===== src/rtl/hammer_pkg.sv =====
// Shared types and helpers for the hammer sprite controller: swing states, sprite ids,
// control-word field values, and saturating move / overlap arithmetic on 11-bit coordinates.
package hammer_pkg;

   localparam int COORD_W = 11;
   localparam int CTRL_W  = 5;

   typedef enum logic [2:0] {
      IDLE,
      RAISE,
      STRIKE,
      RECOVER,
      COOLDOWN
   } state_t;

   localparam logic [1:0] SID_REST    = 2'd0;
   localparam logic [1:0] SID_RAISE   = 2'd1;
   localparam logic [1:0] SID_STRIKE  = 2'd2;
   localparam logic [1:0] SID_RECOVER = 2'd3;

   localparam logic [1:0] CTRL_COLOR = 2'b00;
   localparam logic       CTRL_AUTO  = 1'b0;

   function automatic logic [1:0] state_sid(input state_t s);
      case (s)
         RAISE:   return SID_RAISE;
         STRIKE:  return SID_STRIKE;
         RECOVER: return SID_RECOVER;
         default: return SID_REST;
      endcase
   endfunction

   // Opposing buttons cancel; result saturates to [0, lim] rather than wrapping.
   function automatic logic [COORD_W-1:0] step_clamp(input logic [COORD_W-1:0] pos,
                                                     input logic dec,
                                                     input logic inc,
                                                     input logic [COORD_W-1:0] step,
                                                     input logic [COORD_W-1:0] lim);
      logic signed [COORD_W:0] nxt;
      nxt = $signed({1'b0, pos});
      if (dec && !inc)
         nxt = nxt - $signed({1'b0, step});
      else if (inc && !dec)
         nxt = nxt + $signed({1'b0, step});
      if (nxt < 0)
         return '0;
      else if (nxt > $signed({1'b0, lim}))
         return lim;
      else
         return nxt[COORD_W-1:0];
   endfunction

   function automatic logic near(input logic [COORD_W-1:0] a,
                                 input logic [COORD_W-1:0] b,
                                 input logic [COORD_W-1:0] size);
      logic signed [COORD_W:0] d;
      d = $signed({1'b0, a}) - $signed({1'b0, b});
      if (d < 0)
         d = -d;
      return d < $signed({1'b0, size});
   endfunction

endpackage


===== src/rtl/hammer_ctrl_if.sv =====
// Bundle between the hammer controller and its surroundings: scan position, buttons,
// rat target in; sprite origin, control word and strike result out.
interface hammer_ctrl_if;
   import hammer_pkg::*;

   logic [COORD_W-1:0] x;
   logic [COORD_W-1:0] y;
   logic               btn_up;
   logic               btn_down;
   logic               btn_left;
   logic               btn_right;
   logic               btn_hit;
   logic [COORD_W-1:0] tgt_x0;
   logic [COORD_W-1:0] tgt_y0;
   logic               tgt_valid;
   logic [COORD_W-1:0] x0;
   logic [COORD_W-1:0] y0;
   logic [CTRL_W-1:0]  ctrl;
   logic               hit_pulse;
   logic               hit_success;
   logic               busy;

   modport master (
      output x, y, btn_up, btn_down, btn_left, btn_right, btn_hit,
             tgt_x0, tgt_y0, tgt_valid,
      input  x0, y0, ctrl, hit_pulse, hit_success, busy
   );

   modport slave (
      input  x, y, btn_up, btn_down, btn_left, btn_right, btn_hit,
             tgt_x0, tgt_y0, tgt_valid,
      output x0, y0, ctrl, hit_pulse, hit_success, busy
   );

endinterface


===== src/rtl/hammer_frame_tick.sv =====
// One-clk frame strobe on arrival at scan origin (0,0); combinational from x/y plus one
// registered copy, so a slow pixel rate holding (0,0) for many clks still gives one tick.
module hammer_frame_tick
   import hammer_pkg::*;
(
   input  logic               clk,
   input  logic               reset_n,
   input  logic [COORD_W-1:0] x,
   input  logic [COORD_W-1:0] y,
   output logic               frame_tick
);

   logic [COORD_W-1:0] x_d1;
   logic [COORD_W-1:0] y_d1;

   always_ff @(posedge clk or negedge reset_n) begin
      if (!reset_n) begin
         x_d1 <= '0;
         y_d1 <= '0;
      end else begin
         x_d1 <= x;
         y_d1 <= y;
      end
   end

   assign frame_tick = (x == '0) && (y == '0) && !((x_d1 == '0) && (y_d1 == '0));

endmodule


===== src/rtl/hammer_ctrl.sv =====
// Hammer control: buttons -> sprite origin/ctrl, frame-paced swing FSM with one-clk hit strobe.
// HAMMER_HIT_QUEUE_EN queues one hit request made during a swing until the swing completes.
module hammer_ctrl
   import hammer_pkg::*;
#(
   parameter int H_MAX        = 640,
   parameter int V_MAX        = 480,
   parameter int SPR_SIZE     = 16,
   parameter int STEP         = 2,
   parameter int PHASE_FRAMES = 4,
   parameter int COOL_FRAMES  = 8,
   parameter int X0_INIT      = 312,
   parameter int Y0_INIT      = 232
)(
   input  logic         clk,
   input  logic         reset_n,
   hammer_ctrl_if.slave bus
);

   localparam int FC_MAX = (PHASE_FRAMES > COOL_FRAMES) ? PHASE_FRAMES : COOL_FRAMES;
   localparam int FC_W   = $clog2(FC_MAX + 1);

   localparam logic [COORD_W-1:0] X_LIM  = COORD_W'(H_MAX - SPR_SIZE);
   localparam logic [COORD_W-1:0] Y_LIM  = COORD_W'(V_MAX - SPR_SIZE);
   localparam logic [COORD_W-1:0] STEP_V = COORD_W'(STEP);
   localparam logic [COORD_W-1:0] SIZE_V = COORD_W'(SPR_SIZE);
   localparam logic [COORD_W-1:0] X_INIT = COORD_W'(X0_INIT);
   localparam logic [COORD_W-1:0] Y_INIT = COORD_W'(Y0_INIT);
   localparam logic [FC_W-1:0]    PH_LAST = FC_W'(PHASE_FRAMES - 1);
   localparam logic [FC_W-1:0]    CL_LAST = FC_W'(COOL_FRAMES - 1);

   state_t             state, state_nxt;
   logic [FC_W-1:0]    fc, fc_nxt;
   logic               tick;
   logic               btn_hit_d1;
   logic               hit_edge;
   logic               req;
   logic               strike_enter;
   logic               move_en;
   logic               cool_done;
   logic [COORD_W-1:0] x0_r, y0_r;
   logic [CTRL_W-1:0]  ctrl_r;
   logic               hit_pulse_r, hit_success_r;

   hammer_frame_tick u_frame_tick (
      .clk        (clk),
      .reset_n    (reset_n),
      .x          (bus.x),
      .y          (bus.y),
      .frame_tick (tick)
   );

   always_comb begin
      state_nxt = state;
      fc_nxt    = fc;
      if (tick) begin
         case (state)
            IDLE: if (req) begin
               state_nxt = RAISE;
               fc_nxt    = '0;
            end
            RAISE: if (fc == PH_LAST) begin
               state_nxt = STRIKE;
               fc_nxt    = '0;
            end else fc_nxt = fc + 1'b1;
            STRIKE: begin
               state_nxt = RECOVER;
               fc_nxt    = '0;
            end
            RECOVER: if (fc == PH_LAST) begin
               state_nxt = COOLDOWN;
               fc_nxt    = '0;
            end else fc_nxt = fc + 1'b1;
            COOLDOWN: if (fc == CL_LAST) begin
               state_nxt = IDLE;
               fc_nxt    = '0;
            end else fc_nxt = fc + 1'b1;
            default: begin
               state_nxt = IDLE;
               fc_nxt    = '0;
            end
         endcase
      end
   end

   assign hit_edge     = bus.btn_hit && !btn_hit_d1;
   assign strike_enter = (state == RAISE) && (state_nxt == STRIKE);
   assign move_en      = tick && ((state == IDLE) || (state == COOLDOWN));
   assign cool_done    = (state == COOLDOWN) && (state_nxt == IDLE);

   always_ff @(posedge clk or negedge reset_n) begin
      if (!reset_n) begin
         state         <= IDLE;
         fc            <= '0;
         ctrl_r        <= '0;
         btn_hit_d1    <= 1'b0;
         hit_pulse_r   <= 1'b0;
         hit_success_r <= 1'b0;
         x0_r          <= X_INIT;
         y0_r          <= Y_INIT;
      end else begin
         state         <= state_nxt;
         fc            <= fc_nxt;
         ctrl_r        <= {CTRL_COLOR, CTRL_AUTO, state_sid(state_nxt)};
         btn_hit_d1    <= bus.btn_hit;
         hit_pulse_r   <= strike_enter;
         // x0/y0 are frozen here, so the registered result matches the strike frame's origin.
         hit_success_r <= strike_enter && bus.tgt_valid &&
                          near(x0_r, bus.tgt_x0, SIZE_V) && near(y0_r, bus.tgt_y0, SIZE_V);
         if (move_en) begin
            x0_r <= step_clamp(x0_r, bus.btn_left, bus.btn_right, STEP_V, X_LIM);
            y0_r <= step_clamp(y0_r, bus.btn_up, bus.btn_down, STEP_V, Y_LIM);
         end
      end
   end

`ifdef HAMMER_HIT_QUEUE_EN
   logic queued;

   always_ff @(posedge clk or negedge reset_n) begin
      if (!reset_n) begin
         req    <= 1'b0;
         queued <= 1'b0;
      end else begin
         if (cool_done) begin
            req    <= queued || hit_edge;
            queued <= 1'b0;
         end else begin
            if (state == IDLE && state_nxt == RAISE)
               req <= 1'b0;
            else if (hit_edge && state == IDLE)
               req <= 1'b1;
            if (hit_edge && state != IDLE)
               queued <= 1'b1;
         end
      end
   end
`else
   always_ff @(posedge clk or negedge reset_n) begin
      if (!reset_n)
         req <= 1'b0;
      else if (state == IDLE && state_nxt == RAISE)
         req <= 1'b0;
      else if (hit_edge && state == IDLE)
         req <= 1'b1;
   end

   logic unused_cool_done;
   assign unused_cool_done = cool_done;
`endif

   assign bus.x0          = x0_r;
   assign bus.y0          = y0_r;
   assign bus.ctrl        = ctrl_r;
   assign bus.hit_pulse   = hit_pulse_r;
   assign bus.hit_success = hit_success_r;
   assign bus.busy        = (state == RAISE) || (state == STRIKE) || (state == RECOVER);

endmodule


===== src/flat_wrapper.sv =====
// flat-port wrapper written by rule: the top's interface ports become plain ports
module hammer_ctrl_flat import hammer_pkg::*;
#(
   parameter int H_MAX        = 640,
   parameter int V_MAX        = 480,
   parameter int SPR_SIZE     = 16,
   parameter int STEP         = 2,
   parameter int PHASE_FRAMES = 4,
   parameter int COOL_FRAMES  = 8,
   parameter int X0_INIT      = 312,
   parameter int Y0_INIT      = 232
)
  (clk, reset_n, bus_x, bus_y, bus_btn_up, bus_btn_down, bus_btn_left, bus_btn_right, bus_btn_hit, bus_tgt_x0, bus_tgt_y0, bus_tgt_valid, bus_x0, bus_y0, bus_ctrl, bus_hit_pulse, bus_hit_success, bus_busy);
  hammer_ctrl_if bus_i ();
  input  logic clk;
  input  logic reset_n;
  input wire logic [$bits(bus_i.x)-1:0] bus_x;
  input wire logic [$bits(bus_i.y)-1:0] bus_y;
  input wire logic [$bits(bus_i.btn_up)-1:0] bus_btn_up;
  input wire logic [$bits(bus_i.btn_down)-1:0] bus_btn_down;
  input wire logic [$bits(bus_i.btn_left)-1:0] bus_btn_left;
  input wire logic [$bits(bus_i.btn_right)-1:0] bus_btn_right;
  input wire logic [$bits(bus_i.btn_hit)-1:0] bus_btn_hit;
  input wire logic [$bits(bus_i.tgt_x0)-1:0] bus_tgt_x0;
  input wire logic [$bits(bus_i.tgt_y0)-1:0] bus_tgt_y0;
  input wire logic [$bits(bus_i.tgt_valid)-1:0] bus_tgt_valid;
  output wire logic [$bits(bus_i.x0)-1:0] bus_x0;
  output wire logic [$bits(bus_i.y0)-1:0] bus_y0;
  output wire logic [$bits(bus_i.ctrl)-1:0] bus_ctrl;
  output wire logic [$bits(bus_i.hit_pulse)-1:0] bus_hit_pulse;
  output wire logic [$bits(bus_i.hit_success)-1:0] bus_hit_success;
  output wire logic [$bits(bus_i.busy)-1:0] bus_busy;
  assign bus_i.x = bus_x;
  assign bus_i.y = bus_y;
  assign bus_i.btn_up = bus_btn_up;
  assign bus_i.btn_down = bus_btn_down;
  assign bus_i.btn_left = bus_btn_left;
  assign bus_i.btn_right = bus_btn_right;
  assign bus_i.btn_hit = bus_btn_hit;
  assign bus_i.tgt_x0 = bus_tgt_x0;
  assign bus_i.tgt_y0 = bus_tgt_y0;
  assign bus_i.tgt_valid = bus_tgt_valid;
  assign bus_x0 = bus_i.x0;
  assign bus_y0 = bus_i.y0;
  assign bus_ctrl = bus_i.ctrl;
  assign bus_hit_pulse = bus_i.hit_pulse;
  assign bus_hit_success = bus_i.hit_success;
  assign bus_busy = bus_i.busy;
  hammer_ctrl #(.H_MAX(H_MAX), .V_MAX(V_MAX), .SPR_SIZE(SPR_SIZE), .STEP(STEP), .PHASE_FRAMES(PHASE_FRAMES), .COOL_FRAMES(COOL_FRAMES), .X0_INIT(X0_INIT), .Y0_INIT(Y0_INIT)) u_core (.clk(clk), .reset_n(reset_n), .bus(bus_i));
endmodule

===== config.mk =====
export PLATFORM = sky130hd
export DESIGN_NAME = hammer_ctrl_flat
export DESIGN_NICKNAME = d
export VERILOG_FILES = /design/src/rtl/hammer_pkg.sv /design/src/rtl/hammer_ctrl_if.sv /design/src/rtl/hammer_frame_tick.sv /design/src/rtl/hammer_ctrl.sv /design/src/flat_wrapper.sv
export SDC_FILE = /design/constraint.sdc
export NUM_CORES = 1
export LEC_CHECK = 0
export ABC_CLOCK_PERIOD_IN_PS = 7700
export CAP_MARGIN = 0
export CORE_ASPECT_RATIO = 1.4
export CORE_MARGIN = 1
export CORE_UTILIZATION = 25
export DETAILED_ROUTE_END_ITERATION = 8
export RECOVER_POWER = 100
export SYNTH_ARGS = -nofsm -noshare
export SYNTH_HDL_FRONTEND = slang
export SYNTH_HIERARCHICAL = 1
export SYNTH_SLANG_ARGS = --single-unit

===== constraint.sdc =====
create_clock -name clk -period 7.7 [get_ports clk]
set_clock_uncertainty 0.2 [all_clocks]
set_input_delay 1.54 -clock clk [delete_from_list [all_inputs] [get_ports clk]]
set_output_delay 1.54 -clock clk [all_outputs]
set_load 0.005 [all_outputs]

==> impl_metrics.toml, run 1 <==
[outcome]
outcome = "complete, but fails checks"
violations = "max-capacitance violations, max-slew violations"

[critical_path]
critPathArrivalTime_ns = 5.13
start_kind = "input port"
reg2reg_from = "u_core/bus.y0[1]"
crit_type = "in -> reg"
crit_start = "bus_x[1]"
r2r_cells = 10
cpPeakStageDelay_ns = 0.81
crit_slowest_cell = "nor4_1"
crit_path_end_kind = "flip-flop"
r2r_setup_slack_ns = 3.98
reg2reg_to = "u_core/bus.y0[2]"
crit_path_frequent_cell = "nor4_1"
crit_chain = "dlygate4sd3_1 > nor4_1 > nand4_1 > nor3_1 > nand2_1 > nor4_1 > o311ai_0 > o21ai_0"
cp.required_ns = 7.71
crit_fanout = 19

[timing]
hold_violations = 0
period_share_pct = 66.56
worstMarginPinSlew_ns = 2.828
fmax_mhz = 195.1
rsz0062_at_grt = "false"
setup-violations-final = 0
setup_tns_ns = 0
slew_headroom_pct = -88.56
maxSlewViolCount = 56
period_minus_slack_ns = 5.125

[min_path]
holdPathStages = 2
hp-class = "reg -> reg"
min-delay-start = "u_core/fc[1]"
whs_endpoint = "u_core/fc[1]"

[pwr]
leakage_nw = 2.484
powerDensity_mw_per_mm2 = 113.9
ir_drop_v = 0.0001331
finalPower_w = 0.0006461

[clocking]
clkTransAtPathRegs_ns = 0.07
clkLatencyLatePin_ns = 0.29
cts_sinks = 55
cts-hold-fix-buffers = 0
cts_tree = "yes"
cts_made_buffers = 5
cts_resized = 0
post_cts_buffers = 0
clock-root-buffer = "clkbuf_16"
htreeDepth = 2
clockBufferDepth = 2

[yosys]
synth-seq-cells = 55
yosysSeqAreaShare_pct = 30.54
synth_edf_count = 0
syn_inst = 540
ys_warn_count = 6
synth-async-reset-ratio_pct = 100.0
syn_area_per_cell_um2 = 8.406
synth_cell_type_count = 75
synth_flop_cell = "dfrtp_1"
netlist_area_mm2 = 0.004539

[global_routing]
antenna_found_initial = 0
grt_pass1_vias = 4208
grt_pass1_wl_um = 19580
grt_overflow = 0
grt_max_degree = 56
grt_usage_pct = 13.00

[die]
ioPinCount = 82
dieArea_mm2 = 0.01871
dieHeight_um = 161.4
rows = 57
die_x_um = 115.9
fp.coreArea_mm2 = 0.01754
initial_core_util_pct = 25.87

[placed_design]
placed_area_mm2 = 0.005527
gp_congestion = 0.8430
io_buffers = 76
dp_hpwl_um = 9475

[cells_and_area]
nets = 691
area_growth_pct = 24.97
drive_gt1_share_pct = 3.601
n_antenna_cell = 0
design_area_mm2 = 0.005673
fin_util_pct = 32.33

[detailed_routing]
wirelength_um = 11790
drtPass1Iterations = 4
drt_iter0_markers = 156
vias = 4200
drc = 0
routed_via_density = 4.959
ant_nets = 0
wl_per_cell_um = 13.92

[run]
maxCapViolations = 1
[through the flow]
step / setup slack, ns / hold slack [ns] / std cells
CTS: 2.839 / 0.3100 / 847
detailed placement: 2.517 / 0.2964 / 839
global route: 2.177 / 0.3384 / 847
finish: 2.575 / 0.3099 / 847
floorplan: 3.630 / 0.2657 / 544
global placement: 2.607 / 0.2863 / 839
[cells by family after synthesis]
family / share of synthesized area, %
AO/OA/AOI/OAI: 21.89
XOR/XNOR: 6.367
adder cells (fa/ha/maj): 8.324
buffers and inverters: 5.623
flip-flops: 30.54
multiplexers: 1.130
other: 0.08261
AND/OR/NAND/NOR: 26.05
[worst max-delay path: cells and delay by family]
kind                   cells  cell delay, ns
buffers and inverters      1            0.55
AO/OA/AOI/OAI              2            0.38
AND/OR/NAND/NOR            5            2.65
[flip-flops by register name, summed over array words and instances, names as in the netlist]
register	count
u_core/u_frame_tick/y_d1	11
u_core/fc	4
u_core/btn_hit_d1	1
u_core/bus.ctrl	2
u_core/bus.y0	10
u_core/state	3
u_core/bus.x0	10
u_core/bus.hit_pulse	1
u_core/u_frame_tick/x_d1	11
u_core/req	1
u_core/bus.hit_success	1
[worst max-delay path by stage]
| stage | end |
|---|---|
| 4_1_cts | u_core/bus.x0[1] |
| 3_5_place_dp | u_core/bus.x0[1] |
| 6_report | u_core/bus.y0[2] |
| 2_1_floorplan | u_core/bus.hit_success |
| 5_1_grt | u_core/bus.y0[2] |
| 3_3_place_gp | u_core/bus.hit_success |
[power by group]
part | leakage (nW) | total [W] | internal (W) | switching (W)
combinational | 1.74 | 0.0000984 | 0.0000476 | 0.0000507
sequential | 0.667 | 0.000296 | 0.000295 | 0.00000164
clock | 0.0771 | 0.000251 | 0.000154 | 0.0000977
[cell type report]
type | instances | area [um^2]
clock buffers | 6 | 128.9
clock inverters | 2 | 37.54
fillers | 1887 | 11870
inverters | 45 | 168.9
multi-input cells | 426 | 2897
flip-flops and latches | 55 | 1386
well taps | 236 | 295.3
repair buffers | 77 | 759.5
[synthesized netlist by cell type, types with 13 or more instances]
library cell / number / area [um^2]
nor3_1: 16 / 80.08
clkbuf_1: 13 / 48.80
ha_1: 27 / 337.8
nor2_1: 36 / 135.1
dfrtp_1: 47 / 1176
o21ai_0: 25 / 125.1
nand2_1: 40 / 150.1
a21oi_1: 27 / 135.1
nand3_1: 17 / 85.08
inv_1: 45 / 168.9
xnor2_1: 18 / 157.7
nor4_1: 13 / 81.33
xor2_1: 15 / 131.4
[routing by layer]
metal / global-route usage, % / part of all wire [%] / up-vias
met3: 1.463 / 3.0 / 20
met5: 0 / 0 / -
met2: 24.51 / 54 / 93
met4: 4.953 / 2.4 / 0
li1: - / - / 2119
met1: 14.57 / 41 / 1968
[cells in the final DEF, fill, tap and decap left out, types with 18 or more instances in the layout]
| cell type | count |
|---|---|
| nor2_1 | 36 |
| nand2_1 | 40 |
| dfrtp_1 | 47 |
| ha_1 | 27 |
| dlygate4sd3_1 | 40 |
| xnor2_1 | 18 |
| clkdlybuf4s50_1 | 35 |
| a21oi_1 | 27 |
| o21ai_0 | 26 |
| inv_1 | 45 |
Note: power is estimated with default switching activity, not from simulation.
==> run 2: changes to the inputs <==
- ABC_CLOCK_PERIOD_IN_PS: 7700 -> 4500
- clock period: 7.7 -> 4.5 ns (I/O delays scaled with it)
==> impl_metrics.toml, run 2 (same netlist as run 1, synthesis figures left out) <==
[timing]
maxSlewViolCount = 32
slew_headroom_pct = -13.57
holdWs_ns = 0.3196
fmax_mhz = 247.1
setup-violations-final = 0
worstMarginPinSlew_ns = 1.704
setup_tns_ns = 0
rsz0062_at_grt = "false"
hold_violations = 0
period_share_pct = 89.93
period_minus_slack_ns = 4.047

[cells_and_area]
final_common_cell = "dfrtp_1"
nFillCells = 1887
nets = 701
drive_gt1_share_pct = 4.509
reg_top3 = "u_core/u_frame_tick/x_d1 (11), u_core/u_frame_tick/y_d1 (11)"
area_growth_pct = 26.13
n_antenna_cell = 0
fin_util_pct = 32.63
fin_cells = 857
seqCellArea_mm2 = 0.001386
final_cell_mix = "dfrtp_1 (47), inv_1 (45), nand2_1 (40)"
multi_input_area_mm2 = 0.002897

[global_routing]
grt_pass1_vias = 4195
grt_max_degree = 32
grt_pass1_wl_um = 19130
use_met2_pct = 24.16
grtUsageMet3_pct = 1.276
top_usage_layer = "met2"
met1_usage_pct = 14.27
grt_overflow = 0
grt_usage_pct = 12.63
antenna_found_initial = 0

[clocking]
clkLatencyLatePin_ns = 0.30
clkTransAtPathRegs_ns = 0.07
htreeDepth = 2
cts_tree = "yes"
cts_resized = 0
clockBufferDepth = 2
clock-root-buffer = "clkbuf_16"
post_cts_buffers = 0
cts_sinks = 55
cts-hold-fix-buffers = 0
cts_made_buffers = 5

[min_path]
hp-class = "reg -> reg"

[critical_path]
crit_path_end_kind = "flip-flop"
cp.required_ns = 4.53
crit_type = "in -> reg"
crit_fanout = 9
critPathArrivalTime_ns = 4.08
start_kind = "input port"

[detailed_routing]
vias = 4194
ant_nets = 0
routed_via_density = 4.894
wl_per_cell_um = 13.32
drtPass1Iterations = 5
drc = 0
wirelength_um = 11410
drt_iter0_markers = 122

[pwr]
powerDensity_mw_per_mm2 = 189.1
p_clk_share_pct = 37.6
ir_drop_v = 0.0001919
swShare_pct = 26.04
finalPower_w = 0.001083
leakage_nw = 2.515
pwr-share-comb_pct = 15.6
p_int_w = 0.0008007
power.share.sequential_pct = 46.8
power_switching_w = 0.0002820

[die]
initial_core_util_pct = 25.87
dieArea_mm2 = 0.01871
ioPinCount = 82
fp.coreArea_mm2 = 0.01754
rows = 57
dieHeight_um = 161.4
die_x_um = 115.9

[outcome]
violations = "max-capacitance violations, max-slew violations"
outcome = "complete, but fails checks"

[placed_design]
gp_congestion = 0.8521
io_buffers = 76
dp_hpwl_um = 9236
placed_cells = 849

[run]
maxCapViolations = 1
-- run 2: changes by cell type in the layout (fill, tap and decap cells not counted), sizes merged --
cell,change
clkbuf,+3
bufinv,-1
dlygate4sd3,-1
clkinvlp,-1
clkdlybuf4s50,+1
buf,+5
clkdlybuf4s25,+1
inv,+3
-- run 2: stage by stage --
stage | cell area (um^2) | worst slack, ns
after floorplan | 4554 | 1.070
after global placement | 5614 | 0.2572
after detailed placement | 5614 | 0.2600
after CTS | 5768 | 0.5794
after global routing | 5725 | 0.1097
final | 5725 | 0.4530
-- run 2: layout make-up --
type	count	share of cell area (%)
Clock buffer	5	2.185
Clock inverter	3	0.5026
Inverter	45	2.950
Multi-Input combinational cell	426	50.59
Sequential cell	55	24.21
Tap cell	236	5.157
Timing Repair Buffer	87	14.40
-- run 2: final timing paths --
kind | from | end | slack [ns] | depth (start not counted)
max | bus_x[1] | u_core/bus.x0[1] | 0.45 | 11
min in group asynchronous | reset_n | u_core/bus.y0[1] | 0.64 | 1
min reg2reg | u_core/fc[1] | u_core/fc[1] | 0.32 | 2
max reg2reg | u_core/bus.x0[1] | u_core/bus.hit_success | 0.82 | 12
max in group asynchronous | reset_n | u_core/bus.x0[2] | 1.27 | 2
min | u_core/fc[1] | u_core/fc[1] | 0.32 | 2
-- run 2: metal layers --
metal	share of wire, %	vias to the layer above
met3	2.5	14
met2	54	66
li1	-	2142
met1	41	1972
met4	1.8	0
met5	0	-
-- run 2: critical path, cell delays in order --
cell             delay (ns)
dlygate4sd3_1          0.57
nor4_1                 0.42
nand4_1                0.14
nor3_1                 0.20
clkdlybuf4s25_1        0.46
and2_0                 0.28
o311ai_0               0.16
clkbuf_1               0.19
nand2b_1               0.27
o311ai_0               0.32
o21a_1                 0.17
-- run 2: power groups by stage --
stage               Sequential (W)  Clock (W)  Combinational, W
CTS                       0.000508   0.000431          0.000176
global route              0.000508   0.000451          0.000190
floorplan                 0.000516          0         0.0000964
global placement          0.000517          0          0.000174
finish                    0.000507   0.000407          0.000169
detailed placement        0.000517          0          0.000175
==> run 3: changes to the inputs <==
- CTS_CLUSTER_DIAMETER: not set -> 50
==> results of run 3 <==
Final layout, timing and power as in run 2 (identical DEF).
